==> config.mk <==
export PLATFORM = sky130hd
export DESIGN_NAME = lsu64_mem_port
export DESIGN_NICKNAME = d
export VERILOG_FILES = /design/src/rtl/lsu64_mem_port.sv
export SDC_FILE = /design/constraint.sdc
export NUM_CORES = 1
export LEC_CHECK = 0
export CAP_MARGIN = 10
export CORE_AREA = 2 2 160 162
export DETAILED_ROUTE_END_ITERATION = 7
export DIE_AREA = 0 0 162 164
export PLACE_DENSITY = 0.92
export SYNTH_ARGS = -nofsm -noshare
export SYNTH_HDL_FRONTEND = slang
export SYNTH_SLANG_ARGS = --single-unit
==> constraint.sdc <==
create_clock -name clk -period 11.9 [get_ports clk]
set_clock_uncertainty 0.2 [all_clocks]
set_input_delay 2.38 -clock clk [delete_from_list [all_inputs] [get_ports clk]]
set_output_delay 2.38 -clock clk [all_outputs]
set_load 0.02 [all_outputs]
==> src/rtl/lsu64_mem_port.sv <==
// MEM-stage load/store responder: checks alignment, drives a doubleword
// req/ready memory bus with byte strobes, and returns extended load data.
module lsu64_mem_port #(
  parameter int unsigned ADDR_W = 64
) (
  input  logic              clk,
  input  logic              rst,
  input  logic              req_valid,
  input  logic [2:0]        dm_rd_ctrl,
  input  logic [2:0]        dm_wr_ctrl,
  input  logic [ADDR_W-1:0] addr,
  input  logic [63:0]       wdata,
  output logic              stall,
  output logic              done,
  output logic [63:0]       rdata,
  output logic              err,
  output logic              mem_req,
  output logic              mem_we,
  output logic [ADDR_W-1:0] mem_addr,
  output logic [63:0]       mem_wdata,
  output logic [7:0]        mem_wstrb,
  input  logic              mem_ready,
  input  logic [63:0]       mem_rdata
);

  localparam int unsigned DATA_W = 64;
  localparam int unsigned STRB_W = 8;

  typedef enum logic [1:0] {IDLE, REQ, RESP} state_t;

  state_t              state, state_d;
  logic                done_d, err_d, mem_req_d, mem_we_d;
  logic [ADDR_W-1:0]   mem_addr_d;
  logic [DATA_W-1:0]   mem_wdata_d, rdata_d;
  logic [STRB_W-1:0]   mem_wstrb_d;
  logic [2:0]          ld_code, ld_code_d;
  logic [2:0]          ld_off, ld_off_d;

  logic                rd_any, wr_any, code_ok, aligned, start, bad;
  logic [1:0]          size;
  logic [2:0]          off;
  logic [DATA_W-1:0]   st_wdata;
  logic [STRB_W-1:0]   st_wstrb;
  logic [DATA_W-1:0]   shifted, ld_ext;

  assign off = addr[2:0];

  // Decode the request: access size, code legality and alignment
  always_comb begin
    rd_any  = |dm_rd_ctrl;
    wr_any  = |dm_wr_ctrl;
    size    = 2'd0;
    code_ok = 1'b0;
    if (rd_any && !wr_any) begin
      case (dm_rd_ctrl)
        3'b001, 3'b010: begin size = 2'd0; code_ok = 1'b1; end
        3'b011, 3'b100: begin size = 2'd1; code_ok = 1'b1; end
        3'b101:         begin size = 2'd2; code_ok = 1'b1; end
        3'b110:         begin size = 2'd3; code_ok = 1'b1; end
        default:        code_ok = 1'b0;
      endcase
    end else if (wr_any && !rd_any) begin
      case (dm_wr_ctrl)
        3'b001:  begin size = 2'd0; code_ok = 1'b1; end
        3'b010:  begin size = 2'd1; code_ok = 1'b1; end
        3'b011:  begin size = 2'd2; code_ok = 1'b1; end
        3'b100:  begin size = 2'd3; code_ok = 1'b1; end
        default: code_ok = 1'b0;
      endcase
    end
    case (size)
      2'd0:    aligned = 1'b1;
      2'd1:    aligned = ~off[0];
      2'd2:    aligned = (off[1:0] == 2'b00);
      default: aligned = (off == 3'b000);
    endcase
    // code_ok already implies exactly one of the two controls is active
    start = req_valid & code_ok & aligned;
    bad   = req_valid & (rd_any | wr_any) & ~start;
  end

  // Replicate store data across lanes and place the byte strobes
  always_comb begin
    st_wdata = wdata;
    st_wstrb = 8'hFF;
    case (dm_wr_ctrl)
      3'b001: begin st_wdata = {8{wdata[7:0]}};  st_wstrb = 8'h01 << off; end
      3'b010: begin st_wdata = {4{wdata[15:0]}}; st_wstrb = 8'h03 << off; end
      3'b011: begin st_wdata = {2{wdata[31:0]}}; st_wstrb = 8'h0F << off; end
      default: begin st_wdata = wdata;            st_wstrb = 8'hFF;        end
    endcase
  end

  // Align returned doubleword to the requested byte and extend
  always_comb begin
    shifted = mem_rdata >> {ld_off, 3'b000};
    case (ld_code)
      3'b001:  ld_ext = {{56{shifted[7]}}, shifted[7:0]};
      3'b010:  ld_ext = {56'd0, shifted[7:0]};
      3'b011:  ld_ext = {{48{shifted[15]}}, shifted[15:0]};
      3'b100:  ld_ext = {48'd0, shifted[15:0]};
      3'b101:  ld_ext = {{32{shifted[31]}}, shifted[31:0]};
      default: ld_ext = shifted;
    endcase
  end

  // Next-state and next-output logic
  always_comb begin
    state_d     = state;
    stall       = 1'b0;
    done_d      = 1'b0;
    err_d       = 1'b0;
    mem_req_d   = mem_req;
    mem_we_d    = mem_we;
    mem_addr_d  = mem_addr;
    mem_wdata_d = mem_wdata;
    mem_wstrb_d = mem_wstrb;
    rdata_d     = rdata;
    ld_code_d   = ld_code;
    ld_off_d    = ld_off;
    case (state)
      IDLE: begin
        if (start) begin
          stall       = 1'b1;
          state_d     = REQ;
          mem_req_d   = 1'b1;
          mem_we_d    = wr_any;
          mem_addr_d  = {addr[ADDR_W-1:3], 3'b000};
          mem_wdata_d = wr_any ? st_wdata : '0;
          mem_wstrb_d = wr_any ? st_wstrb : '0;
          ld_code_d   = dm_rd_ctrl;
          ld_off_d    = off;
        end else if (bad) begin
          err_d = 1'b1;
        end
      end
      REQ: begin
        stall = 1'b1;
        if (mem_ready) begin
          state_d   = RESP;
          mem_req_d = 1'b0;
          done_d    = 1'b1;
          if (ld_code != 3'b000) rdata_d = ld_ext;
        end
      end
      RESP: begin
        // Pipeline advances on this edge; any new request is not sampled here
        state_d = IDLE;
      end
      default: state_d = IDLE;
    endcase
  end

  // State and output registers
  always_ff @(posedge clk or posedge rst) begin
    if (rst) begin
      state     <= IDLE;
      done      <= 1'b0;
      err       <= 1'b0;
      mem_req   <= 1'b0;
      mem_we    <= 1'b0;
      mem_addr  <= '0;
      mem_wdata <= '0;
      mem_wstrb <= '0;
      rdata     <= '0;
      ld_code   <= 3'b000;
      ld_off    <= 3'b000;
    end else begin
      state     <= state_d;
      done      <= done_d;
      err       <= err_d;
      mem_req   <= mem_req_d;
      mem_we    <= mem_we_d;
      mem_addr  <= mem_addr_d;
      mem_wdata <= mem_wdata_d;
      mem_wstrb <= mem_wstrb_d;
      rdata     <= rdata_d;
      ld_code   <= ld_code_d;
      ld_off    <= ld_off_d;
    end
  end

endmodule

---- After elaboration in Yosys (flattened, before gate mapping) ----
Index checks and enable logic that the tools add are counted.
operators by class
  bitwise gates (word level) .............. 7
  shift-type cells ........................ 4
  muxes and demuxes ....................... 27
  reductions and logical operators ........ 19
  eq/ne operators ......................... 20
operators with widths
  cell                   count
  $pmux W64 S5           1
  $pmux W64 S3           1
  $mux W64               1
  $shr A64 B6 Y64        1
  $pmux W8 S3            1
  $eq A3 B2 Y1 const B   6
  $eq A3 B3 Y1 const B   6
  $mux W1                12
  $pmux W2 S3            2
  $eq A3 B1 Y1 const B   3
  $mux W2                4
  $mux W8                1
  $shl A1 B3 Y8 const A  1
  $shl A2 B3 Y8 const A  1
  $shl A4 B3 Y8 const A  1
  $logic_not A2 Y1       3
  $reduce_and A3 Y1      2
  $reduce_or A3 Y1       2
  $reduce_or A6 Y1       1
  $and A1 B1 Y1          4
  $eq A2 B1 Y1 const B   2
  $ne A2 B2 Y1 const B   2
  $pmux W1 S2            2
  $pmux W2 S2            1
  other kinds (12)       16
storage, ports and cells
  output and inout bits ................... 205
  flip-flop bits (word level) ............. 209
  bits of input ports ..................... 202

---- Longest topological paths before layout ----
Gate-level depths: netlist (run 1).
  word-level depth ........................ 13
  gate-level depth with buffers ........... 10
  gate-level depth less buffers ........... 6

---- Worst setup path before layout (run 1) ----
OpenSTA, ideal clock, no wires.
  kind .................................... in2out
  from .................................... input dm_wr_ctrl[1]
  to ...................................... output stall
  arrival ................................. 4.078 ns
  stages on the path ...................... 9
  setup slack ............................. 5.242 ns
  path through ............................ buf_2 or2_1 buf_4 nor2_4 a211oi_1 a211oi_4 clkbuf_1 nor2_1 nor2_1
between the ends
  word-level cells in the longest chain between the ends .. 9
  elaborated cells on any way between the ends .. 23
  classes of those cells .................. eq/ne (6); mux (9); bitwise (2); reduce/logical (6)
ends and longest elaborated chain
  element                                       RTL line  text
  start, declared                               10        input logic [2:0] dm_wr_ctrl,
  $eq A3 B3 Y1, or another cell as far along    63        case (dm_wr_ctrl)
  $pmux W2 S3, or another cell as far along     63
  $mux W2, or another cell as far along         62        end else if (wr_any && !rd_any) begin
  $mux W2 or $mux W1 (tied branches)            54, 62
  $eq A2 B2 Y1, or another cell as far along    71        case (size)
  $pmux W1 S3 or $and A1 B1 Y1 (tied branches)  71, 78
  $and A1 B1 Y1 *                               78        start = req_valid & code_ok & aligned;
  $mux W1 *                                     123       if (start) begin
  $pmux W1 S2 *                                 121       case (state)
  end, declared                                 13        output logic stall,
Mark *: on every way between the ends. The rest lies on a longest branch, timed or not.

---- Worst setup path in the final report (run 1) ----
Ends and elaborated chain as after synthesis.

==> results.sh, run 1 <==
export IMPL_status="completed"
export IMPL_synthToLayoutAreaGrowth_pct=41.5
export IMPL_met1_length_mm=14.0
export IMPL_timing_rr_start="ld_off[1]$_DFFE_PP0P_"
export IMPL_maxCapViolations=0
export IMPL_fillCellCount=1818
export IMPL_drtAntennaViolNets=0
export IMPL_syn_inst=1079
export IMPL_track_usage=0.284
export IMPL_yosys_area_share_simple=0.0911
export IMPL_highest_layer="met4"
export IMPL_hold_class="reg -> reg"
export IMPL_crit_slowest_cell="clkdlybuf4s50_1"
export IMPL_cts_root_buf="clkbuf_16"
export IMPL_drc_errors=0
export IMPL_min_period_ps=7940
export IMPL_p_per_area_nw_per_um2=232
export IMPL_grt_max_degree=137
export IMPL_gp_congestion=0.891
export IMPL_p_clk_frac=0.188
export IMPL_relSlewSlack=0.215
export IMPL_h_tree_depth=1
export IMPL_numCtsBuffers=24
export IMPL_clkSinkCount=209
export IMPL_synth_seq_cells=209
export IMPL_io_buffer_count=403
export IMPL_io_pins=407
export IMPL_post_drt_wl_per_cell_um=22.1
export IMPL_wl_met3_mm=4.28
export IMPL_viasPerCell=5.85
export IMPL_worst_slew_pin_slew_ps=1170
export IMPL_synth_cell_types=55
export IMPL_p_int_uw=2350
export IMPL_cp_num_buf_inv=4
export IMPL_synth_fa_ha_area_frac=0
export IMPL_pwr_share_seq=0.314
export IMPL_synth_mux_area_frac=0.250
export IMPL_path_clk_slew_ps=60
export IMPL_finalSetupViolCount=0
export IMPL_crit_chain="clkdlybuf4s50_1 -> buf_4 -> or2_1 -> nor2_4 -> a211oi_1 -> a211oi_4 -> buf_4 -> nor2_1 -> nor2_1 -> clkdlybuf4s50_1"
export IMPL_power_switching_uw=1460
export IMPL_fin_util=0.661
export IMPL_fin_nets=1615
export IMPL_cts_tree="built"
export IMPL_finalHoldViolCount=0
export IMPL_cp_data_required_time_ps=9320
export IMPL_crit_type="in -> out"
export IMPL_clock_latency_ps=520
export IMPL_grt_pass1_vias=10325
export IMPL_drtIter0Drc=1173
export IMPL_finalMaxSlewViolations=0
export IMPL_synth_top_family_by_area="multiplexers"
export IMPL_synth_compound_area_share=0.152
export IMPL_synth_flop_cell="dfrtp_1"
export IMPL_cp_top_family="buffers and inverters"
export IMPL_grt_ovfl_total=0
export IMPL_cts_setup_buffers=0
export IMPL_start_util=0.467
export IMPL_fin_crit_sh=0.668
export IMPL_start_kind="input pin"
export IMPL_ctsResizeCount=0
export IMPL_dr_pass1_iters=6
export IMPL_peakVddDrop_v=0.000136
export IMPL_die_h_um=164
export IMPL_cts_buffer_depth=3
export IMPL_startpoint="dm_wr_ctrl[1]"
export IMPL_dp_hpwl_mm=28.0
export IMPL_core_area_sq_um=24800
export IMPL_switching_share=0.383
export IMPL_endpoint_kind="output pin"
export IMPL_rows=58
export IMPL_grt_pass1_wl_mm=58.8
export IMPL_synth_edf_count=0
export IMPL_path_max_fanout=47
export IMPL_cp_arrival_ps=5360
export IMPL_setup_tns_ps=0
export IMPL_min_from="mem_req$_DFFE_PP0P_"
export IMPL_synth_xor_xnor_area_share=0.00151
export IMPL_seq_area_frac_synth=0.451
export IMPL_holdBufCountCts=0
export IMPL_dr_wl_met2_mm=18.8
export IMPL_async_flop_share=1.00
export IMPL_critPathMaxStageDelay_ps=540
export IMPL_drive_gt1_frac=0.160
export IMPL_leakage_uw=0.00703
export IMPL_synth_avg_cell_area_sq_um=10.7
export IMPL_syn_area_sq_um=11600
export IMPL_die_w_um=162
export IMPL_combinationalPowerShare=0.499
export IMPL_yosysWarnings=0
export IMPL_antenna_found_initial=2
export IMPL_routed_wl_mm=38.9
export IMPL_fmax_mhz=126
export IMPL_vias=10310
export IMPL_rsz0062_at_grt="false"
export IMPL_dieArea_sq_um=26600
[path summary, 6_finish.rpt]
| path | to | slack (ps) | cells past startpoint |
|---|---|---|---|
| min in group asynchronous | rdata[6]$_DFFE_PP0P_ | 2230 | 2 |
| min | mem_req$_DFFE_PP0P_ | 290 | 2 |
| max in group asynchronous | mem_wdata[29]$_DFFE_PP0P_ | 7660 | 3 |
| max | stall | 3960 | 10 |
| max reg2reg | rdata[54]$_DFFE_PP0P_ | 8100 | 7 |
| min reg2reg | mem_req$_DFFE_PP0P_ | 290 | 2 |
[cell usage after synthesis, drive strengths merged, types with 2 or more instances]
cell      n  area, sq um
o21a      8         60.1
a31oi    61          397
a22oi    19          143
nor3      3         15.0
mux2    147         1930
nand2    98          370
a22o     16          140
a221oi    8         70.1
o21ai    43          215
nand3     2         10.0
a21o      2         15.0
or2       6         37.5
nor3b     2         15.0
dfrtp   209         5230
o221ai    3         26.3
a211oi   11         95.1
mux2i    56          561
or3       8         50.1
a222oi    8         80.1
and3      2         12.5
clkbuf   65          244
o211ai    8         60.1
o31a      3         26.3
nand2b    6         37.5
a21oi    54          270
nor2b    21          131
and2      3         18.8
o22ai    15         93.8
inv      27          101
mux4     18          405
a41oi     2         17.5
buf      45          279
nor2     87          334
[through the flow]
| stage | instance area, sq um | total power [uW] | std cells | setup slack (ps) | hold WS, ps |
|---|---|---|---|---|---|
| after CTS | 16400 | 3820 | 1759 | 4040 | 289 |
| after global placement | 15700 | 3030 | 1717 | 4110 | 260 |
| after global routing | 16400 | 3990 | 1761 | 3830 | 302 |
| after floorplan | 11600 | 2220 | 1081 | 3610 | 343 |
| after detailed placement | 15700 | 3080 | 1717 | 4040 | 275 |
| final | 16400 | 3810 | 1761 | 3960 | 287 |
[sequential cells by signal, summed over array words and instances, names as in the netlist]
| register | count |
|---|---|
| rdata | 64 |
| mem_we | 1 |
| ld_off | 3 |
| mem_addr | 61 |
| done | 1 |
| ld_code | 3 |
| mem_wdata | 64 |
| err | 1 |
| state | 2 |
| mem_req | 1 |
| mem_wstrb | 8 |
[kinds of logic after synthesis]
group | after synthesis
simple gates | 241
compound gates | 267
flops | 209
buf+inv | 138
other cells | 1
mux | 221
xor+xnor | 2
[power by group through the flow]
| stage | sequential (uW) | combinational [uW] | clock, uW |
|---|---|---|---|
| global placement | 1180 | 1850 | 0 |
| CTS | 1190 | 1900 | 729 |
| finish | 1190 | 1900 | 715 |
| detailed placement | 1200 | 1880 | 0 |
| global route | 1230 | 2000 | 759 |
| floorplan | 1490 | 723 | 0 |
[area by class of cell]
| type | instances | area, sq um | area share |
|---|---|---|---|
| Multi-Input combinational cell | 734 | 5770 | 0.352 |
| Clock inverter | 6 | 68.8 | 0.00419 |
| Inverter | 28 | 113 | 0.00686 |
| Clock buffer | 36 | 686 | 0.0418 |
| Sequential cell | 209 | 5230 | 0.319 |
| Timing Repair Buffer | 416 | 4130 | 0.251 |
| Antenna cell | 2 | 5.00 | 0.000305 |
| Tap cell | 330 | 413 | 0.0252 |
[placed cells by master, fill, tap and decap left out, drive strengths merged, types with 3 or more instances in the layout]
cell type	count
mux2i	56
a21oi	54
mux2	147
nand2b	6
o21a	8
clkdlybuf4s50	402
nor2b	21
o221ai	3
nor3	3
o211ai	8
o22ai	15
a22o	16
a31oi	61
inv	27
dfrtp	209
nor2	87
clkinv	5
a222oi	8
conb	3
o31a	3
or2	6
clkbuf	36
mux4	18
buf	14
a22oi	19
or3	8
and2	3
o21ai	43
a211oi	11
nand2	98
a221oi	8
[per-layer routing]
layer | GRT usage | up-vias
li1 | - | 4581
met1 | 0.330 | 4969
met2 | 0.486 | 649
met3 | 0.0861 | 111
met4 | 0.127 | 0
met5 | 0 | -
[worst reg2reg max path, stage by stage (launching register included)]
cell	delay (ps)
dfrtp_2	850
buf_4	530
mux4_2	450
mux2_2	320
a31oi_4	510
o31a_1	230
buf_4	340
a31oi_1	180
(Power assumes the default switching activity.)
==> inputs of run 2 (changes only) <==
Settings changed: CORE_AREA 2 2 160 162 to default, CORE_MARGIN from default to 2, CORE_UTILIZATION from default to 42, DIE_AREA 0 0 162 164 to default, PLACE_DENSITY 0.92 to 0.87.
Clock period 11.9 ns to 6.4 ns, I/O delays scaled along.
==> results.sh, run 2 (synthesis gave the netlist of run 1 again) <==
export IMPL_hold_class="reg -> reg"
export IMPL_finalSetupViolCount=0
export IMPL_vias=10161
export IMPL_cts_setup_buffers=0
export IMPL_routed_wl_mm=37.7
export IMPL_layout_commonest_cell="clkdlybuf4s50_1"
export IMPL_maxCapViolations=0
export IMPL_combinationalPowerShare=0.488
export IMPL_grt_max_degree=114
export IMPL_h_tree_depth=1
export IMPL_rrSetupSlack_ps=2730
export IMPL_drtIter0Drc=1156
export IMPL_post_drt_wl_per_cell_um=21.2
export IMPL_clock_latency_ps=510
export IMPL_start_kind="input pin"
export IMPL_gp_congestion=0.919
export IMPL_leakage_uw=0.00708
export IMPL_timing_rr_start="ld_off[2]$_DFFE_PP0P_"
export IMPL_dp_hpwl_mm=27.6
export IMPL_worst_slack_ps=795
export IMPL_drtAntennaViolNets=0
export IMPL_layout_common_cells="clkdlybuf4s50_1, dfrtp_1, nand2_1"
export IMPL_holdBufCountCts=0
export IMPL_setup_tns_ps=0
export IMPL_cp_data_required_time_ps=4920
export IMPL_fmax_mhz=178
export IMPL_ctsResizeCount=0
export IMPL_place_ws_ps=780
export IMPL_drc_errors=0
export IMPL_cts_tree="built"
export IMPL_antenna_found_initial=0
export IMPL_cts_buffer_depth=3
export IMPL_synthToLayoutAreaGrowth_pct=42.6
export IMPL_p_int_uw=4460
export IMPL_viasPerCell=5.72
export IMPL_cp_arrival_ps=4120
export IMPL_hold_depth=2
export IMPL_numCtsBuffers=25
export IMPL_finalMaxSlewViolations=0
export IMPL_pwr_share_seq=0.313
export IMPL_die_h_um=170
export IMPL_min_from="mem_req$_DFFE_PP0P_"
export IMPL_rows=60
export IMPL_grt_pass1_wl_mm=57.2
export IMPL_path_clk_slew_ps=60
export IMPL_relSlewSlack=0.253
export IMPL_io_pins=407
export IMPL_cts_root_buf="clkbuf_16"
export IMPL_endpoint_kind="output pin"
export IMPL_drive_gt1_frac=0.165
export IMPL_switching_share=0.376
export IMPL_start_util=0.429
export IMPL_io_buffer_count=403
export IMPL_largest_registers="mem_wdata x64, rdata x64, mem_addr x61"
export IMPL_clkSinkCount=209
export IMPL_path_max_fanout=18
export IMPL_core_area_sq_um=27000
export IMPL_worstHoldEndpoint="mem_req$_DFFE_PP0P_"
export IMPL_status="completed"
export IMPL_p_clk_frac=0.199
export IMPL_die_w_um=170
export IMPL_track_usage=0.252
export IMPL_power_switching_uw=2680
export IMPL_antenna_cells=0
export IMPL_fin_nets=1621
export IMPL_grt_pass1_vias=10015
export IMPL_min_period_ps=5600
export IMPL_peakVddDrop_v=0.000255
export IMPL_fin_crit_sh=0.876
export IMPL_crit_type="in -> out"
export IMPL_p_per_area_nw_per_um2=431
export IMPL_grt_ovfl_total=0
export IMPL_worstReg2RegEnd="rdata[58]$_DFFE_PP0P_"
export IMPL_dr_pass1_iters=8
export IMPL_rsz0062_at_grt="false"
export IMPL_dieArea_sq_um=29000
export IMPL_reg2reg_depth=6
export IMPL_finalHoldViolCount=0
export IMPL_worst_slew_pin_slew_ps=1120
[run 2: changes by cell type in the layout (fill, tap and decap cells not counted), sizes merged]
| cell | delta |
|---|---|
| clkinvlp | +2 |
| diode | -2 |
| clkinv | -1 |
| inv | -1 |
| buf | +5 |
| bufinv | +1 |
[run 2: worst max-delay path by stage]
stage / start / endpoint / slack [ps]
CTS: dm_wr_ctrl[1] / stall / 780
detailed placement: dm_wr_ctrl[1] / stall / 780
global route: dm_wr_ctrl[1] / stall / 600
finish: dm_wr_ctrl[1] / stall / 800
floorplan: dm_wr_ctrl[1] / stall / 1940
global placement: dm_wr_ctrl[1] / stall / 810
[run 2: cell type report]
class / count / area [sq um]
fill: 2109 / 10500
multi-input combinational: 734 / 5770
sequential: 209 / 5230
timing repair buffer: 421 / 4190
clock buffer: 36 / 727
tap: 341 / 427
inverter: 28 / 109
clock inverter: 7 / 90.1
[run 2: worst max-delay path, cell delays in order]
cell and delay (ps):
clkdlybuf4s50_1 740, or2_1 540, nor2_4 290, a211oi_1 160
a211oi_4 320, nor2_1 70, nor2_1 90, clkdlybuf4s50_1 630
[run 2: power groups by stage]
stage               Combinational [uW]  Sequential [uW]  Clock [uW]
global placement                  3410             2220           0
CTS                               3480             2230        1450
detailed placement                3470             2240           0
finish                            3480             2240        1420
floorplan                         1350             2780           0
global route                      3690             2300        1500
[run 2: per-layer routing]
layer  global-route usage  part of all wire  up-vias
li1                     -                 -     4579
met2                0.417              0.47      634
met1                0.304              0.37     4843
met4                0.111             0.047        0
met3               0.0742              0.11      105
met5                    0                 0        -
[run 2: per-stage QoR]
stage / utilization / power (uW) / cells / hold WS, ps / instance area (sq um)
2_1_floorplan: - / 4120 / 1081 / 343 / 11600
3_3_place_gp: 0.582 / 5630 / 1733 / 267 / 15700
3_5_place_dp: 0.582 / 5710 / 1733 / 272 / 15700
4_1_cts: 0.612 / 7160 / 1776 / 286 / 16500
5_1_grt: 0.612 / 7480 / 1776 / 303 / 16500
6_report: 0.612 / 7140 / 1776 / 281 / 16500
==> RTL edit 1 (flow settings as in run 1) <==
Make the reset (`rst`) synchronous in one clocked block.
--- a/src/rtl/lsu64_mem_port.sv
+++ b/src/rtl/lsu64_mem_port.sv
@@ -154,3 +154,3 @@
   // State and output registers
-  always_ff @(posedge clk or posedge rst) begin
+  always_ff @(posedge clk) begin
     if (rst) begin
Function: differs if rst is asserted again (counterexample within 4 cycles, from zero or initial values and one cycle with rst high); with rst held inactive, the same outputs for 4 cycles.
==> RTL edit 1 against run 1 <==
Sequential cell count stayed put; die area stayed put; worst setup slack better by 53 ps; global-route usage is 1.4 points lower; highest routed layer unchanged; cell area is 8.8% lower; routed wire length is 2.0% lower; synthesized area is 12% lower.
Power is not compared: it rests on default switching activity, and its combinational part moved more than twofold at a synthesized area within 25%.
==> RTL edit 1: results (changes against run 1) <==
- Status: completed
- Library cells used by synthesis: 51 (-7.3%)
- Antenna violations before repair: 1 (-1)
- Fin nets: 1784 (+10%)
- Fraction of area in multi-input gates: 36.6% (+1.4 points)
- Clk buf depth: 3 (unchanged)
- Global routing usage on met1: 31.5% (-1.5 points)
- Internal power: 1.28 mW
- TritonRoute pass-1 iters: 7 (+1)
- Post-synthesis xor/xnor area fraction: 0.259% (+0.11 points)
- Iteration-0 DRC Markers: 1096 (-6.6%)
- FF/Latch Area: 4190 sq um (-20%)
- Clock buffers: 35 (-2.8%)
- First-pass GRT wire length: 57.4 mm (-2.5%)
- M1 WL: 14.3 mm (+2.5%)
- Minimum clock period: 7890 ps (-53.1 ps)
- Final hold slack: 252 ps (-34.3 ps)
- Register area share after synthesis: 41.2% (-3.9 points)
- Largest class: multi-input gates
- Post-synth top area cell: dfxtp_1
- Share of post-route cells with drive strength above 1: 4.95% (-11 points)
- Top cells by count, synth: 209 x dfxtp_1, 201 x nand2_1, 143 x nor2_1
- Number of multi-input combinational cells: 925 (+26%)
- Max FO, Critical Path: 34 (-28%)
- Slowest stage delay, CP: 660 ps (+120 ps)
- Vias per inst: 5.67 (-3.2%)
- Count of non-CTS inverters in the layout: 5 (-82%)
- Top post-synthesis cells by area: dfxtp_1 41%, nand2_1 7.4%, mux2i_1 7.1%
- Slew @ Worst Pin: 1090 ps (-80.7 ps)
- Met2 usage: 46.2% (-2.4 points)
- Routed length on met3: 3.57 mm (-17%)
- GR met3 Demand/Resource: 6.74% (-1.9 points)
- Fill cells: 2056 (+13%)
- Register-to-register setup slack: 8730 ps (+630 ps)
- Clock network area share: 4.90% (+0.30 points)
- Synth Area in Adders: 0.0986% (+0.099 points)
- Met2 wire len: 18.3 mm (-2.7%)
- Buffers, non-clock: 418 (+0.48%)
- Vias in the first global route: 10600 (+2.4%)
- Detailed placement HPWL: 27.2 mm (-3.0%)
- FFs w/ async S/R, synth: 0% (-100 points)
- # diodes: 1 (-1)
- Total Routing Usage GR: 27.0% (-1.4 points)
- CTS buffer count: 23 (-4.2%)
- Place WS: 4050 ps (+8.00 ps)
-- RTL edit 1: changes by cell type in the layout (fill, tap and decap cells not counted), moves of 21 or more --
cell	change
dfrtp_1	-206
dfxtp_1	+206
nand2_1	+104
mux2_4	-74
a211oi_1	+62
a31oi_1	-60
nand3b_1	+59
nor2_1	+58
a21oi_1	+57
mux2_2	-55
o31ai_1	+24
o2bb2ai_1	+22
inv_1	-21
-- RTL edit 1: cell families (layout without fill, tap and decap cells) --
family | after synthesis | in the layout
AOI/OAI and AO/OA | 343 | 343
and+or+nand+nor | 484 | 484
buffers and inverters | 127 | 461
xor gates and xnor gates | 3 | 3
adders and majority gates | 1 | 1
muxes | 91 | 91
DFF | 209 | 209
other | 1 | 4
-- RTL edit 1: final timing paths --
check / start / to / depth (start not counted)
hold reg to reg: mem_addr[53]$_SDFFE_PP0P_ / mem_addr[53]$_SDFFE_PP0P_ / 2
hold / removal: mem_addr[53]$_SDFFE_PP0P_ / mem_addr[53]$_SDFFE_PP0P_ / 2
setup / recovery: dm_wr_ctrl[2] / stall / 9
setup reg to reg: ld_off[1]$_SDFFE_PP0P_ / rdata[36]$_SDFFE_PP0P_ / 8
-- RTL edit 1: per-stage QoR --
step           area, sq um  cells  power, mW
2_1_floorplan        10200   1261      0.891
3_3_place_gp         14200   1887       1.03
3_5_place_dp         14200   1887       1.04
4_1_cts              15000   1925       1.74
5_1_grt              15000   1926       1.79
6_report             15000   1926       1.73
-- RTL edit 1: worst register-to-register path: stages, from the launching register on --
cell	delay (ps)
dfxtp_2	470
buf_4	680
nor2_1	360
nand3_1	170
o21ai_0	150
a41o_1	300
nor3b_2	160
buf_4	340
a211oi_1	160
==> RTL edit 2 (settings of run 1) <==
Without the edit above. `ADDR_W`: 64 -> 56.
--- a/src/rtl/lsu64_mem_port.sv
+++ b/src/rtl/lsu64_mem_port.sv
@@ -3,3 +3,3 @@
 module lsu64_mem_port #(
-  parameter int unsigned ADDR_W = 64
+  parameter int unsigned ADDR_W = 56
 ) (
Interface: changed (resized addr and mem_addr); port bits go from 407 to 391. No check against the original RTL was run, so the function may have changed too.
==> RTL edit 2 against run 1 <==
Core utilization down 3.2 points; worst setup slack got worse by 670 ps; combinational power down 5%; sequential cell count down 8; power decreased by 2.9%; cell area fell by 4.8%; register-to-register slack improved by 150 ps; clock power rose by 5.2%; routed wire length is 3.9% lower; synthesized area is 6.7% lower.
==> RTL edit 2: results (changes against run 1) <==
- Antenna violations before repair: 1 (-1)
- Placed cell area: 14800 sq um (-5.3%)
- Crit. Startpoint: dm_wr_ctrl[1]
- Comb power frac: 48.9% (-1.0 points)
- First-pass GRT wire length: 56.3 mm (-4.3%)
- Sw power: 1.42 mW (-2.6%)
- Regs by FF count: mem_wdata x64, rdata x64, mem_addr x53
- Core Util, Final: 63.0% (-3.2 points)
- Worst Path Arrival: 6030 ps (+670 ps)
- Clk pwr share: 20.3% (+1.5 points)
- CTS buffer count: 23 (-4.2%)
- Share of post-route cells with drive strength above 1: 12.9% (-3.1 points)
- GR met3 Demand/Resource: 8.08% (-0.53 points)
- Worst hold path depth: 1 (-1)
- Max FO, Critical Path: 44 (-6.4%)
- Primary FF master, synth: dfrtp_1
- Via Count: 9808 (-4.9%)
- Met2 usage: 48.0% (-0.58 points)
- Reg2Reg Depth: 8 (+1)
- Clock transition at path regs: 60 ps (about the same)
- Vias in the first global route: 10000 (-2.8%)
- Worst-Skew Late Latency: 520 ps (about the same)
- Reg2reg end: rdata[59]$_DFFE_PP0P_
- Fill cells: 1934 (+6.4%)
- TritonRoute pass-1 iters: 8 (+2)
- Drt wl/cell: 21.9 um (-0.83%)
- RePlAce Congestion: 0.933 (+4.7%)
- Largest net degree at the start of global routing: 134 (-2.2%)
- Top cells by count, synth: 201 x dfrtp_1, 110 x nor2_1, 100 x a21oi_1
- Hold wc startpoint: mem_req$_DFFE_PP0P_
- Slowest stage delay, CP: 930 ps (+390 ps)
- # diodes: 0 (-2)
- Final hold slack: 285 ps (-2.24 ps)
- Status: completed
- Fin nets: 1554 (-3.8%)
- Top post-synthesis cells by area: dfrtp_1 46%, mux2_2 9.9%, mux2i_1 5.9%
- Leak Pwr: 6.40 nW (-8.9%)
- Register-to-register setup slack: 8250 ps (+150 ps)
- Global routing usage on met1: 30.4% (-2.7 points)
- Detailed placement HPWL: 26.8 mm (-4.2%)
- Slew @ Worst Pin: 1150 ps (-23.2 ps)
- IO Port Bufs: 387 (-4.0%)
- Total Routing Usage GR: 27.3% (-1.1 points)
- Library cells used by synthesis: 52 (-5.5%)
- Iteration-0 DRC Markers: 930 (-21%)
- Register area share after synthesis: 46.5% (+1.4 points)
- Critical-path top delay cell: nor2b_2
- VDD IR max: 0.000171 V (+26%)
==> RTL edit 2: cell types whose count changed in the layout (fill, tap and decap cells not counted), sizes merged, moves of 8 or more <==
cell,before,now
nand2,98,77
a21oi,54,100
nor2,87,110
clkdlybuf4s50,402,386
a31oi,61,1
dfrtp,209,201
mux2i,56,64
==> RTL edit 2: cell type report <==
| type | instances | share of cell area, % |
|---|---|---|
| clock buffers | 32 | 4.28 |
| clock inverters | 10 | 0.849 |
| inverters | 22 | 0.577 |
| multi-input cells | 712 | 34.0 |
| flip-flops and latches | 201 | 32.2 |
| well taps | 330 | 2.64 |
| repair buffers | 400 | 25.5 |
==> RTL edit 2: per-stage QoR <==
step | setup slack [ps] | instances | total power [mW]
floorplan | 3840 | 1034 | 2.09
global placement | 3440 | 1665 | 2.89
detailed placement | 3340 | 1665 | 2.94
CTS | 3340 | 1707 | 3.71
global route | 3100 | 1707 | 3.88
finish | 3290 | 1707 | 3.70
==> RTL edit 2: kinds of logic (layout without fill, tap and decap cells) <==
group | count (synthesis) | count (layout) | synth area share (%)
AND/OR/NAND/NOR | 241 | 241 | 9.72
AO/OA/AOI/OAI | 238 | 238 | 14.0
multiplexers | 227 | 227 | 24.8
flip-flops | 201 | 201 | 46.5
buffers and inverters | 121 | 464 | 4.77
XOR/XNOR | 3 | 3 | 0.243
other | 1 | 3 | 0.0346
==> RTL edit 2: critical path: cells and delay by family <==
kind / cells / cell delay, ps
AOI/OAI and AO/OA: 2 / 490
buffers and inverters: 3 / 1460
and+or+nand+nor: 3 / 1680
==> RTL edit 2: per-layer routing <==
layer | wire, um | vias to the layer above
li1 | - | 4326
met2 | 18700 | 606
met5 | 13 | -
met1 | 12800 | 4754
met3 | 3990 | 120
met4 | 1870 | 2
